$ cat src/rtl/piano_pkg.sv
// Shared types and tables for the piano note sequencer.
// Holds the state encoding, ROM entry layout and divisor table.
package piano_pkg;

    localparam int NOTE_W = 4;
    localparam int BEAT_W = 4;
    localparam int ROM_AW = 4;
    localparam int HP_TW  = 17;

    typedef enum logic [1:0] {
        ST_IDLE,
        ST_PLAY,
        ST_GAP,
        ST_LIVE
    } state_t;

    typedef struct packed {
        logic [NOTE_W-1:0] note;
        logic [BEAT_W-1:0] beats;
    } entry_t;

    function automatic logic [HP_TW-1:0] hp_of(input logic [NOTE_W-1:0] n);
        case (n)
            4'd1:    hp_of = 17'd95556;
            4'd2:    hp_of = 17'd85131;
            4'd3:    hp_of = 17'd75843;
            4'd4:    hp_of = 17'd71586;
            4'd5:    hp_of = 17'd63776;
            4'd6:    hp_of = 17'd56818;
            4'd7:    hp_of = 17'd50619;
            4'd8:    hp_of = 17'd47778;
            default: hp_of = '0;
        endcase
    endfunction

    // Lowest set key wins, so scan downwards and keep the last hit.
    function automatic logic [NOTE_W-1:0] key_note(input logic [7:0] k);
        key_note = '0;
        for (int i = 7; i >= 0; i--) begin
            if (k[i]) key_note = NOTE_W'(i + 1);
        end
    endfunction

endpackage

$ cat src/rtl/piano_song_rom.sv
// Auto-play melody table: {note, beats} per address.
// beats == 0 marks the end of the song.
module piano_song_rom
    import piano_pkg::*;
(
    input  logic [ROM_AW-1:0] addr,
    output entry_t            entry
);

    always_comb begin
        case (addr)
            4'd0:    entry = '{note: 4'd1, beats: 4'd2};
            4'd1:    entry = '{note: 4'd0, beats: 4'd1};
            4'd2:    entry = '{note: 4'd6, beats: 4'd1};
            default: entry = '{note: 4'd0, beats: 4'd0};
        endcase
    end

endmodule

$ cat src/rtl/piano_note_sequencer.sv
// Arbitrates live keys against the melody ROM and drives the
// tone generator divisor/enable; keys pause and resume the song.
module piano_note_sequencer
    import piano_pkg::*;
#(
    parameter int TICK_DIV = 5_000_000,
    parameter int HP_W     = 17,
    parameter bit LOOP     = 1'b0
) (
    input  logic              CLK,
    input  logic              RESET,
    input  logic              PLAY,
    input  logic              STOP,
    input  logic [7:0]        KEY,
    output logic [HP_W-1:0]   HALF_PERIOD,
    output logic              TONE_EN,
    output logic [NOTE_W-1:0] NOTE_IDX,
    output logic              BUSY
);

    localparam int PW = $clog2(TICK_DIV + 1);

    state_t            state, saved, n_state, live_saved;
    logic [ROM_AW-1:0] addr, n_addr, rom_addr;
    logic [PW-1:0]     presc, n_presc;
    logic [BEAT_W-1:0] beat_cnt, n_beat;
    logic [NOTE_W-1:0] cur_note, n_note;
    logic              tick;
    entry_t            entry, entry0;

    assign rom_addr = (state == ST_GAP) ? addr + 4'd1 : addr;
    assign tick     = (presc == PW'(TICK_DIV - 1));

    piano_song_rom u_rom (.addr(rom_addr), .entry(entry));
    piano_song_rom u_rom0 (.addr('0), .entry(entry0));

    // Melody step as if no key were pressed.
    always_comb begin
        n_state = state;
        n_addr  = addr;
        n_presc = presc;
        n_beat  = beat_cnt;
        n_note  = cur_note;
        case (state)
            ST_IDLE: begin
                n_addr = '0;
                if (PLAY && !STOP && KEY == '0 && entry.beats != '0) begin
                    n_state = ST_PLAY;
                    n_presc = '0;
                    n_beat  = entry.beats;
                    n_note  = entry.note;
                end
            end
            ST_PLAY: begin
                if (STOP) begin
                    n_state = ST_IDLE;
                    n_addr  = '0;
                    n_presc = '0;
                end else begin
                    n_presc = tick ? '0 : presc + 1'b1;
                    if (tick) begin
                        n_beat = beat_cnt - 1'b1;
                        if (beat_cnt == 4'd1) n_state = ST_GAP;
                    end
                end
            end
            ST_GAP: begin
                if (STOP) begin
                    n_state = ST_IDLE;
                    n_addr  = '0;
                    n_presc = '0;
                end else begin
                    n_presc = tick ? '0 : presc + 1'b1;
                    if (tick) begin
                        if (entry.beats != '0) begin
                            n_state = ST_PLAY;
                            n_addr  = rom_addr;
                            n_beat  = entry.beats;
                            n_note  = entry.note;
                        end else if (LOOP && entry0.beats != '0) begin
                            n_state = ST_PLAY;
                            n_addr  = '0;
                            n_beat  = entry0.beats;
                            n_note  = entry0.note;
                        end else begin
                            n_state = ST_IDLE;
                            n_addr  = '0;
                        end
                    end
                end
            end
            default: begin
                n_state = STOP ? ST_IDLE : saved;
                if (n_state == ST_IDLE) n_addr = '0;
            end
        endcase
    end

    assign live_saved = (state != ST_LIVE) ? n_state :
                        (STOP ? ST_IDLE : saved);

    always_ff @(posedge CLK or negedge RESET) begin
        if (!RESET) begin
            state       <= ST_IDLE;
            saved       <= ST_IDLE;
            addr        <= '0;
            presc       <= '0;
            beat_cnt    <= '0;
            cur_note    <= '0;
            HALF_PERIOD <= '0;
            TONE_EN     <= 1'b0;
            NOTE_IDX    <= '0;
            BUSY        <= 1'b0;
        end else if (KEY != '0) begin
            state <= ST_LIVE;
            saved <= live_saved;
            if (state != ST_LIVE) begin
                addr     <= n_addr;
                presc    <= n_presc;
                beat_cnt <= n_beat;
                cur_note <= n_note;
            end else if (STOP) begin
                addr <= '0;
            end
            NOTE_IDX    <= key_note(KEY);
            TONE_EN     <= 1'b1;
            HALF_PERIOD <= HP_W'(hp_of(key_note(KEY)));
            BUSY        <= (live_saved != ST_IDLE);
        end else begin
            state       <= n_state;
            addr        <= n_addr;
            presc       <= n_presc;
            beat_cnt    <= n_beat;
            cur_note    <= n_note;
            NOTE_IDX    <= (n_state == ST_PLAY) ? n_note : '0;
            TONE_EN     <= (n_state == ST_PLAY) && (n_note != '0);
            HALF_PERIOD <= HP_W'(hp_of((n_state == ST_PLAY) ? n_note : '0));
            BUSY        <= (n_state != ST_IDLE);
        end
    end

endmodule

$ cat config.mk
export PLATFORM = sky130hd
export DESIGN_NAME = piano_note_sequencer
export DESIGN_NICKNAME = d
export VERILOG_FILES = /design/src/rtl/piano_pkg.sv /design/src/rtl/piano_song_rom.sv /design/src/rtl/piano_note_sequencer.sv
export SDC_FILE = /design/constraint.sdc
export NUM_CORES = 1
export LEC_CHECK = 0
export ABC_AREA = 0
export ABC_CLOCK_PERIOD_IN_PS = 3900
export BUFFER_PORTS_ARGS = -buffer_cell sky130_fd_sc_hd__buf_2
export CORE_MARGIN = 5
export CORE_UTILIZATION = 60
export DETAILED_ROUTE_END_ITERATION = 7
export HOLD_SLACK_MARGIN = 0.02
export PLACE_DENSITY = 0.91
export SETUP_SLACK_MARGIN = 0.1
export SYNTH_ARGS = -nofsm -noshare
export SYNTH_HDL_FRONTEND = slang
export SYNTH_SLANG_ARGS = --single-unit
$ cat constraint.sdc
create_clock -name CLK -period 3.9 [get_ports CLK]
set_input_delay 0.78 -clock CLK [delete_from_list [all_inputs] [get_ports CLK]]
set_output_delay 0.78 -clock CLK [all_outputs]
set_load 0.01 [all_outputs]
# After elaboration in Yosys (flattened, before gate mapping)
# Memory sizes are Yosys's and may differ from the RTL's.
# Cells that the tools add are included.
[word_totals]
regBits = 62
rom_bits = 544
inputBits = 12
output_inout_bits = 23
word_cells = 96
memories = 2
[mem_list]
columns = ["memory", "depth", "word_bits", "rd", "rd_clocked_by_memory_dff", "write_ports", "line", "text"]
rows = [
  ["(no name shown)", 16, 17, 1, 0, 0, "piano_pkg.sv:23", "case (n)"],
  ["(no name shown)", 16, 17, 1, 0, 0, "piano_pkg.sv:23", ""],
]
[classes]
n_addsub = 3
eq_ne = 9
mux = 57
reduce_logical = 15
[ops]
columns = ["op", "n"]
rows = [
  ["4-bit 2-to-1 mux", 33],
  ["23-bit 2-to-1 mux", 5],
  ["23-bit one-hot mux with 2 select lines", 1],
  ["4-bit one-hot mux with 3 select lines", 2],
  ["23-bit by 1-bit adder with 23-bit output (second input constant)", 1],
  ["23-bit equality test (second input constant)", 1],
  ["7-bit one-hot mux with 3 select lines", 1],
  ["2-bit 2-to-1 mux", 9],
  ["17-bit 2-to-1 mux", 1],
  ["4-bit by 1-bit equality test with 1-bit output (second input constant)", 2],
  ["8-bit logical NOT", 1],
  ["4-bit one-hot mux with 2 select lines", 1],
  ["4-bit nonzero test", 2],
  ["8-bit nonzero test", 1],
  ["2-bit one-hot mux with 3 select lines", 1],
  ["4-bit by 1-bit adder with 4-bit output (second input constant)", 1],
  ["2-bit by 1-bit equality test with 1-bit output (second input constant)", 2],
  ["4-bit by 2-bit equality test with 1-bit output (second input constant)", 1],
  ["1-bit logical AND", 4],
  ["2-bit logical NOT", 2],
  ["4-bit logical NOT", 1],
  ["2-bit inequality test (second input constant)", 2],
  ["2-bit nonzero test", 2],
  ["4-bit by 1-bit subtractor with 4-bit output (second input constant)", 1],
  ["4 further kinds", 6],
]

# Logic depth before layout (Yosys ltp)
# An unclocked memory read counts as a cell.
[depth]
word_depth = 13
depth_mapped = 16

# By module
# Synthesis repeated with hierarchy kept, for this count alone.
[hier_totals]
hier_cells = 468
hier_area_um2 = 4027.6
[modules_own_cells]
columns = ["mod", "n_inst", "cells_each", "area_each_um2", "seq_area_each_um2"]
rows = [
  ["piano_note_sequencer", 1, 458, 3946.3, 1551.5],
  ["piano_song_rom", 1, 10, 81.3, 0.0],
]

# Worst setup path before layout
# No wires, ideal clock.
[synth_path]
path_kind = "in2reg"
from = "input KEY[3]"
to = "register HALF_PERIOD[11]"
setup_time_ns = 0.088
arrival_ns = 3.462
t_required_ns = 3.812
path_slack_ns = 0.351
cell_stages = 12
path_cell_list = "nor4_4 > nand4_1 > o21a_1 > or3_1 > a22oi_1 > or3_1 > buf_6 > ha_1 > inv_1 > nor4_2 > nand3_1 > o211ai_1"
[synth_via]
elab_chain_len = 9
word_cells_on_any_way = 18
[synth_lines]
columns = ["item", "line", "text"]
rows = [
  ["from (decl)", "piano_note_sequencer.sv:14", "input logic [7:0] KEY,"],
  ["8-bit logical NOT", "piano_note_sequencer.sv:47", "if (PLAY && !STOP && KEY == '0 && entry.beats != '0) begin"],
  ["1-bit logical AND (2 in series)", "piano_note_sequencer.sv:47", ""],
  ["2-bit 2-to-1 mux", "piano_note_sequencer.sv:47", ""],
  ["2-bit one-hot mux with 3 select lines", "piano_note_sequencer.sv:44", "case (state)"],
  ["2-bit by 1-bit equality test with 1-bit output", "piano_note_sequencer.sv:137", "HALF_PERIOD <= HP_W'(hp_of((n_state == ST_PLAY) ? n_note : '0));"],
  ["4-bit 2-to-1 mux", "piano_note_sequencer.sv:137", ""],
  ["memory read 16 x 17 bit", "-", ""],
  ["17-bit 2-to-1 mux (*)", "piano_note_sequencer.sv:114", "end else if (KEY != '0) begin"],
  ["to (signal assigned)", "piano_note_sequencer.sv:127", "HALF_PERIOD <= HP_W'(hp_of(key_note(KEY)));"],
  ["to (signal assigned)", "piano_note_sequencer.sv:137", ""],
  ["to (decl)", "piano_note_sequencer.sv:15", "output logic [HP_W-1:0] HALF_PERIOD,"],
]
# Every way passes the cells marked *; elsewhere a longest branch is shown, timed or not. The select of a mux whose other input is x is not followed.
# A chain may end at the register's enable or synchronous reset.

# Worst setup path in the final report
[layout_path]
from = "register presc[12]"
to = "register HALF_PERIOD[11]"
[layout_via]
elab_chain_len = 8
word_cells_on_any_way = 13
[layout_lines]
columns = ["item", "line", "text"]
rows = [
  ["from (decl)", "piano_note_sequencer.sv:25", "logic [PW-1:0] presc, n_presc;"],
  ["from (signal assigned)", "piano_note_sequencer.sv:119", "presc <= n_presc;"],
  ["from (signal assigned)", "piano_note_sequencer.sv:132", "presc <= n_presc;"],
  ["23-bit equality test (*)", "piano_note_sequencer.sv:32", "assign tick = (presc == PW'(TICK_DIV - 1));"],
  ["2-bit 2-to-1 mux, on equally long branches", "piano_note_sequencer.sv:74, piano_note_sequencer.sv:61", ""],
  ["2-bit 2-to-1 mux, on equally long branches", "piano_note_sequencer.sv:68, piano_note_sequencer.sv:55", ""],
  ["2-bit one-hot mux with 3 select lines", "piano_note_sequencer.sv:44", ""],
  ["2-bit by 1-bit equality test with 1-bit output", "piano_note_sequencer.sv:137", ""],
  ["4-bit 2-to-1 mux (*)", "piano_note_sequencer.sv:137", ""],
  ["memory read 16 x 17 bit (*)", "-", ""],
  ["17-bit 2-to-1 mux (*)", "piano_note_sequencer.sv:114", ""],
]
# Every way passes the cells marked *; elsewhere a longest branch is shown, timed or not.

==> results <==
- For this run, the share of the core covered by cells in the final layout is 71.0%.
- The mean routed wirelength per cell is 17.9 um.
- In the synthesized netlist, the number of instances is 441.
- The tree is rooted in a clkbuf_8.
- Detailed placement finished with a half-perimeter wire length of 7150 um.
- Headroom to the max-slew limit came out at 30.8%.
- The deepest level of the CTS H-tree is 3.
- The most numerous cell on the critical path is nor4_4.
- The slowest stage of the critical path is the or4b_4 cell.
- The synthesized netlist devotes 22.3% of its cell area to compound gates.
- Broken down by cell family, the worst path's largest delay share belongs to simple AND/OR/NAND/NOR gates.
- Of all cell types, the one taking the most synthesized area is dfrtp_1.
- Counting flops with a built-in enable in the synthesized netlist gives 0.
- For this run, the post-layout net count is 516.
- The worst setup path is captured at a flop.
- After floorplanning, the core was sized to cover 6350 um^2.
- The violation count after the first detailed-route iteration is 304.
- The type of the tightest min-delay check is flop to flop.
- For this run, the number of standard cells in the final layout without fillers is 569.
- The tree built by TritonCTS fans out to 62 sinks.
- The CTS buffer count is 9.
- The final weighted congestion in routability-driven placement is 1.01.
- The area added between synthesis and finish is 14.5%.
- By area the synthesized netlist is led by dfrtp_1, ha_1, o21ai_0.
- The nature of the critical path startpoint is a flop.
- The number of detailed-routing iterations run before antenna repair is 6.
- The flow ran to the end, and the final reports show no timing, DRC or antenna violations.
- The die is 91.0 um tall.
- The number of max-capacitance violations reported is 0.
- The share of post-route cells with drive strength above 1 is 21.7%.
- The post-synthesis async set-or-reset flop share is 100%.
- After detailed placement, the design holds a cell count of 550.
- Together, buffers and inverters on the worst path number 1.
- Counting along the longest clock path gives a buffer depth of 2.
- The number of placement rows is 29.
- Clock-pin slew was measured on the worst setup and hold paths at 0.08 ns.
- The primary flip-flop cell chosen by synthesis mapping is dfrtp_1.
- The total negative setup slack is 0 ns.
- For this configuration, the core starts out at a cell density of 62.0%.
- Setup repair after global routing left no endpoint under its margin.
- The cell area that synthesis handed to floorplanning was 3940 um^2.
- The initial antenna violation count is 0.
- The filler cells instantiated in the layout total 463.
- Synthesis produced a netlist with a net count of 470.
- The XOR/XNOR share of the synthesized area is 3.56%.
- Input and output buffers added on the ports amount to 34.
- The maximum single-stage delay on the critical path is 0.55 ns.
- The dominant combinational cell family by area after synthesis is simple AND/OR/NAND/NOR gates.
- The width of the die is 91.0 um.
- The leading cell type by number of instances after synthesis is dfrtp_1.
- After synthesis, the netlist uses 73 different library cells.
- The maximum achievable frequency is 0.277 GHz.
- Across all hold checks on the routed design, the worst slack comes to 0.530 ns.
- The average footprint of a synthesized cell is 8.93 um^2.
- The global-route congestion overflow total is 0.
- The total number of vias is 3621.
- The top cell type by area accounts for 39.4% of the synthesized area.
- Of the total synthesized cell area, the portion taken by full adders, half adders and majority gates is 5.40%.
- TritonCTS built the clock tree.
- For this block, the routed nets add up to 10200 um of wire.
- The setup clock skew after layout is 0.0115 ns.
- The pin count of the biggest net entering global routing is 48.
- The count of antenna diodes in the layout is 0.
- VDD sags by at most 237 uV.
- The worst endpoint data arrival time is 3.88 ns.
- The static leakage is 2.02 nW.
- The first global-routing pass estimated 16700 um of wire.
- By count the netlist is led by dfrtp_1, nor2_1, nand2_1.
- The count of endpoints failing hold in the final timing report is 0.
- For this design the ratio of total power to cell area is 336 nW/um^2.
- Using the TritonRoute via totals, the vias-per-cell ratio works out to 6.36.
- The DRC violation count after routing is 0.
- The critical path goes through or4b_4 -> nor4_4 -> nand2_2 -> o31a_1 -> a311oi_4 -> nor2_2 -> nand2_1 -> ha_1 -> inv_1 -> nor4_4 -> nand3_2 -> o211ai_1.
- The required time at the worst-slack endpoint is 4.16 ns.
- The Yosys step of the flow raised 0 warnings.
- The fraction of the yosys area taken by sequential cells is 39.4%.
- The post-synthesis mux area share is 0.795%.
- The die covers 8280 um^2.
- At the later pin of the worst-skew pair, clock insertion delay measures 0.35 ns.
- After layout, the worst path uses 92.7% of the clock period.
- The count of boundary I/O pins is 35.
- Of all nets on the critical path, the largest fanout is 6.
- The transition time at the pin with the least slew margin is 1.04 ns.
- The synthesized flop and latch total is 62.
- The overall track demand over capacity in global routing is 24.9%.
- The fraction of the mapped netlist area in simple logic gates is 24.1%.
- The number of max-slew violations in the final report is 0.
- The number of global-route vias before repair is 3498.
- The worst path in the final design needs a cycle of 3.62 ns, including I/O delays and setup.
- The type of the worst setup path is flop to flop.
- The final setup violation count is 0.
- The number of routed nets with antenna violations is 0.
## per-layer routing
layer  track usage (%)  vias up  routed length, um
li1                  -     1676                  -
met1              32.5     1721               4160
met2              40.2      190               4970
met3              6.78       34                795
met4              8.31        0                285
met5                 0        -                  0
## registers in the layout, summed over array words and instances (netlist names)
signal,cells
presc,23
state,2
BUSY,1
beat_cnt,4
NOTE_IDX,4
saved,2
cur_note,4
TONE_EN,1
HALF_PERIOD,17
addr,4
## power by group
part	switching, mW	internal [mW]	leakage, nW
logic	0.120	0.0625	1.10
registers	0.0114	0.666	0.803
clock network	0.286	0.368	0.115
## worst reg2reg max path, delay by kind of cell, from the launching register on
family,cells,cell delay [ns]
AND/OR/NAND/NOR,7,1.98
AO/OA/AOI/OAI,3,0.81
flip-flops,1,0.44
adder cells (fa/ha/maj),1,0.19
buffers and inverters,1,0.11
## metrics by stage
| stage | total power, mW | cell area [um^2] | setup slack [ns] |
|---|---|---|---|
| after floorplan | 0.795 | 3940 | 0.351 |
| after global placement | 0.861 | 4230 | 0.385 |
| after detailed placement | 0.866 | 4230 | 0.193 |
| after CTS | 1.52 | 4460 | 0.138 |
| after global routing | 1.58 | 4510 | 0.106 |
| final | 1.52 | 4510 | 0.284 |
## cell usage in the layout, fill, tap and decap left out, types with 4 or more instances in the layout
master and instances:
or3_1 7, xnor2_1 10, ha_1 16, a211oi_1 4, o21ai_0 40, a31oi_1 7, xor2_1 6, nand2_1 43
inv_1 21, buf_2 34, dfrtp_1 62, o31ai_1 9, and2_1 6, clkbuf_8 9, nand3_1 10, a21oi_1 21
nor3_1 7, buf_4 19, nand4_1 8, o21a_1 6, nor2_1 49, nor2b_1 5, o21ai_1 4, and3_1 4
o211ai_1 6
## cell type report
type,instances,area (um^2),area share (%)
clock buffer,9,124,2.75
clock inverter,7,104,2.30
inverter,22,82.6,1.83
multi-input combinational,339,2240,49.6
sequential,62,1550,34.4
tap,77,96.3,2.14
timing repair buffer,53,313,6.94
## kinds of logic after synthesis
family	count (synthesis)
adders and majority gates	17
muxes	3
xor gates and xnor gates	16
buffers and inverters	40
DFF	62
AOI/OAI and AO/OA	129
and+or+nand+nor	174
## final timing paths
path,from,slack (ns),cells past startpoint,end
setup / recovery,presc[12],0.28,12,HALF_PERIOD[11]
hold / removal,presc[3],0.53,1,presc[3]
setup reg to reg,presc[12],0.28,12,HALF_PERIOD[11]
hold reg to reg,presc[3],0.53,1,presc[3]
max in group asynchronous,RESET,2.47,2,state[1]
min in group asynchronous,RESET,0.61,1,presc[13]
## what timing repair did
item	in CTS	in global routing
hold buffers	0	0
gates resized for setup	0	4
buffers inserted	0	3
endpoints found under the setup margin	0	7
Power figures use the tool's default switching activity.
